## src/rtl/id_branch_stage.sv

```systemverilog
// ID stage with early branch resolution: holds the IF/ID register, resolves beq/bne/j/jal/jr,
// drives the fetch redirect, stalls on missing operands and squashes the wrong-path fetch.
module id_branch_stage #(
    parameter logic [31:0] NOP_WORD = 32'h00000000,
    parameter int unsigned CNT_W    = 16
) (
    input  logic             clock,
    input  logic             cpu_rst,
    input  logic             cpu_en,
    input  logic [31:0]      if_pc_4,
    input  logic [31:0]      if_instruction,
    input  logic [31:0]      rs_data,
    input  logic [31:0]      rt_data,
    input  logic             operand_ready,
    output logic             branchEnable,
    output logic [31:0]      branchAddr,
    output logic             stall,
    output logic [31:0]      id_pc_4,
    output logic [31:0]      id_instruction,
    output logic             id_valid,
    output logic             link_en,
    output logic [31:0]      link_addr,
    output logic [CNT_W-1:0] branch_count,
    output logic [CNT_W-1:0] taken_count,
    output logic [CNT_W-1:0] stall_count
);

    typedef enum logic [1:0] {StRun, StWait, StSquash} state_e;

    state_e           state_q, state_d;
    logic [31:0]      pc_4_q, pc_4_d;
    logic [31:0]      instr_q, instr_d;
    logic             valid_q, valid_d;
    logic [CNT_W-1:0] branch_cnt_q, branch_cnt_d;
    logic [CNT_W-1:0] taken_cnt_q, taken_cnt_d;
    logic [CNT_W-1:0] stall_cnt_q, stall_cnt_d;

    logic [5:0]  op;
    logic [5:0]  funct;
    logic        is_beq, is_bne, is_j, is_jal, is_jr;
    logic        is_ctrl, needs_ops, taken, active;
    logic [31:0] target;

    assign op     = instr_q[31:26];
    assign funct  = instr_q[5:0];
    assign active = cpu_en & ~cpu_rst;

    always_comb begin
        is_beq    = valid_q & (op == 6'b000100);
        is_bne    = valid_q & (op == 6'b000101);
        is_j      = valid_q & (op == 6'b000010);
        is_jal    = valid_q & (op == 6'b000011);
        is_jr     = valid_q & (op == 6'b000000) & (funct == 6'b001000);
        is_ctrl   = is_beq | is_bne | is_j | is_jal | is_jr;
        needs_ops = is_beq | is_bne | is_jr;

        taken = 1'b0;
        if (is_beq) begin
            taken = (rs_data == rt_data);
        end else if (is_bne) begin
            taken = (rs_data != rt_data);
        end else if (is_j | is_jal | is_jr) begin
            taken = 1'b1;
        end

        if (is_jr) begin
            target = rs_data;
        end else if (is_j | is_jal) begin
            target = {pc_4_q[31:28], instr_q[25:0], 2'b00};
        end else begin
            target = pc_4_q + {{14{instr_q[15]}}, instr_q[15:0], 2'b00};
        end

        stall        = active & needs_ops & ~operand_ready;
        branchEnable = active & taken & ~stall;
        branchAddr   = branchEnable ? target : 32'h0;
        link_en      = active & is_jal;
    end

    // Next state for FSM, IF/ID and counters; cpu_en=0 leaves every default (hold) in place.
    always_comb begin
        state_d      = state_q;
        pc_4_d       = pc_4_q;
        instr_d      = instr_q;
        valid_d      = valid_q;
        branch_cnt_d = branch_cnt_q;
        taken_cnt_d  = taken_cnt_q;
        stall_cnt_d  = stall_cnt_q;

        if (cpu_en) begin
            unique case (state_q)
                StRun: begin
                    if (branchEnable) begin
                        state_d = StSquash;
                    end else if (stall) begin
                        state_d = StWait;
                    end
                end
                StWait: begin
                    if (branchEnable) begin
                        state_d = StSquash;
                    end else if (operand_ready & ~taken) begin
                        state_d = StRun;
                    end
                end
                StSquash: state_d = StRun;
                default:  state_d = StRun;
            endcase

            if (branchEnable) begin
                instr_d = NOP_WORD;
                valid_d = 1'b0;
                pc_4_d  = if_pc_4;
            end else if (!stall) begin
                instr_d = if_instruction;
                valid_d = 1'b1;
                pc_4_d  = if_pc_4;
            end

            if (is_ctrl & ~stall) begin
                branch_cnt_d = branch_cnt_q + 1'b1;
            end
            if (branchEnable) begin
                taken_cnt_d = taken_cnt_q + 1'b1;
            end
            if (stall) begin
                stall_cnt_d = stall_cnt_q + 1'b1;
            end
        end
    end

    always_ff @(posedge clock) begin
        if (cpu_rst) begin
            state_q      <= StRun;
            pc_4_q       <= 32'h0;
            instr_q      <= NOP_WORD;
            valid_q      <= 1'b0;
            branch_cnt_q <= '0;
            taken_cnt_q  <= '0;
            stall_cnt_q  <= '0;
        end else begin
            state_q      <= state_d;
            pc_4_q       <= pc_4_d;
            instr_q      <= instr_d;
            valid_q      <= valid_d;
            branch_cnt_q <= branch_cnt_d;
            taken_cnt_q  <= taken_cnt_d;
            stall_cnt_q  <= stall_cnt_d;
        end
    end

    assign id_pc_4        = pc_4_q;
    assign id_instruction = instr_q;
    assign id_valid       = valid_q;
    assign link_addr      = pc_4_q;
    assign branch_count   = branch_cnt_q;
    assign taken_count    = taken_cnt_q;
    assign stall_count    = stall_cnt_q;

endmodule
```

## config.mk

```make
export PLATFORM = sky130hd
export DESIGN_NAME = id_branch_stage
export DESIGN_NICKNAME = d
export VERILOG_FILES = /design/src/rtl/id_branch_stage.sv
export SDC_FILE = /design/constraint.sdc
export NUM_CORES = 1
export LEC_CHECK = 0
export ABC_CLOCK_PERIOD_IN_PS = 6700
export BUFFER_PORTS_ARGS = -buffer_cell sky130_fd_sc_hd__buf_2
export CORE_UTILIZATION = 40
export CTS_CLUSTER_SIZE = 20
export DETAILED_ROUTE_END_ITERATION = 10
export PLACE_DENSITY = 0.69
export SYNTH_ARGS = -nofsm -noshare
export SYNTH_HDL_FRONTEND = slang
export SYNTH_SLANG_ARGS = --single-unit
export TNS_END_PERCENT = 10
```

## constraint.sdc

```tcl
create_clock -name clock -period 6.7 [get_ports clock]
set_input_delay 1.34 -clock clock [delete_from_list [all_inputs] [get_ports clock]]
set_output_delay 1.34 -clock clock [all_outputs]
set_load 0.02 [all_outputs]
```

==> results_dict.tcl <==
set metrics [dict create \
    status "completed" \
    areaGrowthSynthToFinish_pct 29.74 \
    seq_area_frac_synth_pct 31.69 \
    end_kind "output port" \
    wirelength_um 25780 \
    clock_latency_ns 0.42 \
    hold_buffers 0 \
    holdWs_ns 0.4706 \
    dp.cells 1403 \
    ys_dominant_reg_cell "dfxtp_1" \
    root_buffer "clkbuf_16" \
    grt_pass1_wl_um 39450 \
    grt.overflow.total 0 \
    cts_resized 0 \
    power_density_nw_per_um2 221.2 \
    yosys_register_bits 113 \
    period_minus_slack_ns 5.450 \
    fin_skew_ns 0.01515 \
    fin_total_pwr_mw 2.049 \
    gp_congestion 0.9433 \
    cts.clk_slew.worst_paths_ns 0.06 \
    fin_cells 1435 \
    worstMarginPinSlew_ns 1.071 \
    synth.distinct_cells 62 \
    synth_fp_nets 1110 \
    critical_path_class "reg2out" \
    die_h_um 135.6 \
    num_antenna_cells 0 \
    wl_per_cell_um 17.96 \
    utilization_pct 53.37 \
    die_area_um2 18390 \
    hold_viol_final 0 \
    leakagePower_nw 4.560 \
    cap_violations 0 \
    cp_data_required_time_ns 5.36 \
    arrival_ns 4.11 \
    place_ws_ns 1.353 \
    synth-edff-count 0 \
    cts_buffers 17 \
    final-setup-viol-count 0 \
    place_area_um2 8617 \
    holdCritPathClass "reg2reg" \
    antenna_found_initial 1 \
    nets 1362 \
    fin_ws_ns 1.250 \
    worstPathMaxFanout 5 \
    irDropWorstVdd_mv 0.2103 \
    tritoncts "done" \
    syn_area_per_cell_um2 7.555 \
    hold_depth 2 \
    finalCritPeriodShare_pct 81.34 \
    fin_tns_setup_ns 0 \
    start_util_pct 41.13 \
    nFillCells 1726 \
    relSlewSlack_pct 28.32 \
    postCtsSetupRepairBufs 0 \
    dr.pass1.iters 7 \
    grtUsageTotal_pct 28.27 \
    reg2regPathDepth 9 \
    drtIter0Drc 743 \
    synthArstFlopShare_pct 0 \
    maxSlewViolCount 0 \
    port_buffers 311 \
    cts_max_path_buffers 2 \
    ioPinCount 312 \
    clock.fmax_ghz 0.1835 \
    fin_area_um2 9263 \
    num_vias 7869 \
    rsz0062_at_grt "false" \
    syn_inst 945 \
    vias_per_cell 5.484 \
    grt_pass1_vias 7028 \
    hpwl_um 19310 \
    ant_nets 0 \
    grt_max_degree 79 \
    rows 48 \
    layout-drive-gt1-share_pct 30.50 \
    die_x_um 135.6 \
    design.core.area_um2 17360 \
    cts-htree-levels 4 \
    worstSetupStartpointType "register" \
    drc 0 \
    synthesis.area_um2 7139 \
    clock_sinks 113 \
    yosys_warnings 0 \
]
[worst paths after layout]
check,start,endpoint,slack (ns)
max,id_instruction[0],branchAddr[26],1.25
min,id_instruction[30],id_instruction[30],0.47
max reg2reg,id_instruction[31],taken_count[15],3.06
min reg2reg,id_instruction[30],id_instruction[30],0.47
[state kept, by name, summed over array words and instances, names as in the netlist]
signal          flops
branch_count       16
taken_count        16
stall_count        16
id_instruction     32
id_pc_4            32
id_valid            1
[cell type report]
class	count	area (um^2)	share of cell area, %
sequential	113	2262	24.42
clock inverter	15	220.2	2.377
inverter	11	41.29	0.4458
multi-input combinational	735	4400	47.51
clock buffer	17	425.4	4.593
timing repair buffer	319	1632	17.61
tap	225	281.5	3.039
[worst max-delay path: stages (launching register included)]
cell and delay (ns):
dfxtp_1 0.49, ha_1 0.26, inv_1 0.08, fa_1 0.41, nor2b_1 0.15, o21ai_0 0.12
a21boi_0 0.49, o21a_1 0.24, a21oi_1 0.14, o21ai_0 0.46, xnor2_1 0.21, a2111oi_0 0.40
buf_2 0.25
[Yosys cell counts, types with 4 or more instances]
| cell | number | area share (%) |
|---|---|---|
| clkbuf_1 | 42 | 2.2 |
| buf_4 | 32 | 3.4 |
| nor2_1 | 84 | 4.4 |
| and3_1 | 13 | 1.1 |
| buf_1 | 9 | 0.47 |
| a21o_1 | 21 | 2.2 |
| a21oi_1 | 112 | 7.9 |
| or3_1 | 14 | 1.2 |
| o21ai_0 | 40 | 2.8 |
| xor2_1 | 72 | 8.8 |
| o22ai_1 | 7 | 0.61 |
| a211oi_1 | 14 | 1.5 |
| nand2b_1 | 4 | 0.35 |
| nor3_1 | 9 | 0.63 |
| mux2i_1 | 4 | 0.56 |
| a31oi_1 | 7 | 0.61 |
| ha_1 | 32 | 5.6 |
| nand4_1 | 18 | 1.6 |
| nor4_1 | 8 | 0.70 |
| xnor2_1 | 16 | 2.0 |
| a311oi_1 | 8 | 0.98 |
| nand2_1 | 152 | 8.0 |
| and2_1 | 5 | 0.44 |
| dfxtp_1 | 113 | 32 |
| a21boi_0 | 5 | 0.53 |
| inv_1 | 9 | 0.47 |
| nand3_1 | 48 | 3.4 |
[placed cells by master, fill, tap and decap left out, types with 3 or more instances in the layout]
cell / instances
buf_2: 310
nand2_1: 152
dfxtp_1: 113
a21oi_1: 112
nor2_1: 84
xor2_1: 72
nand3_1: 48
o21ai_0: 40
ha_1: 32
a21o_1: 21
nand4_1: 18
clkbuf_16: 17
xnor2_1: 16
a211oi_1: 14
or3_1: 14
and3_1: 13
inv_1: 9
nor3_1: 9
a311oi_1: 8
nor4_1: 8
buf_4: 8
o22ai_1: 7
a31oi_1: 7
a21boi_0: 5
and2_1: 5
inv_6: 5
mux2i_1: 4
bufinv_16: 4
o21a_1: 3
o211ai_1: 3
nand2b_1: 3
clkinv_4: 3
[where the power goes]
| group | leakage, nW | switching, mW | internal, mW | total (mW) |
|---|---|---|---|---|
| combinational | 3.32 | 0.200 | 0.120 | 0.320 |
| sequential | 0.923 | 0.0313 | 0.695 | 0.726 |
| clock | 0.313 | 0.368 | 0.635 | 1.00 |
| total | 4.56 | 0.599 | 1.45 | 2.05 |
[cell families (layout without fill, tap and decap cells)]
family          count (synthesis)  count (layout)  share of synthesized area [%]
compound gates                234             234                          19.47
xor+xnor                       88              88                          10.80
fa+ha+maj                      33              33                          5.888
buf+inv                        97             362                          6.835
flops                         113             113                          31.69
mux                             5               5                         0.7186
simple gates                  375             375                          24.61
[routing by layer]
| layer | wire length (um) | GRT usage [%] | vias to the layer above |
|---|---|---|---|
| met5 | 13 | 0 | - |
| met4 | 534 | 9.613 | 2 |
| met3 | 1927 | 6.958 | 37 |
| met2 | 11830 | 43.99 | 349 |
| met1 | 11470 | 37.80 | 3704 |
| li1 | - | - | 3777 |
Note: power is estimated with default switching activity, not from simulation.
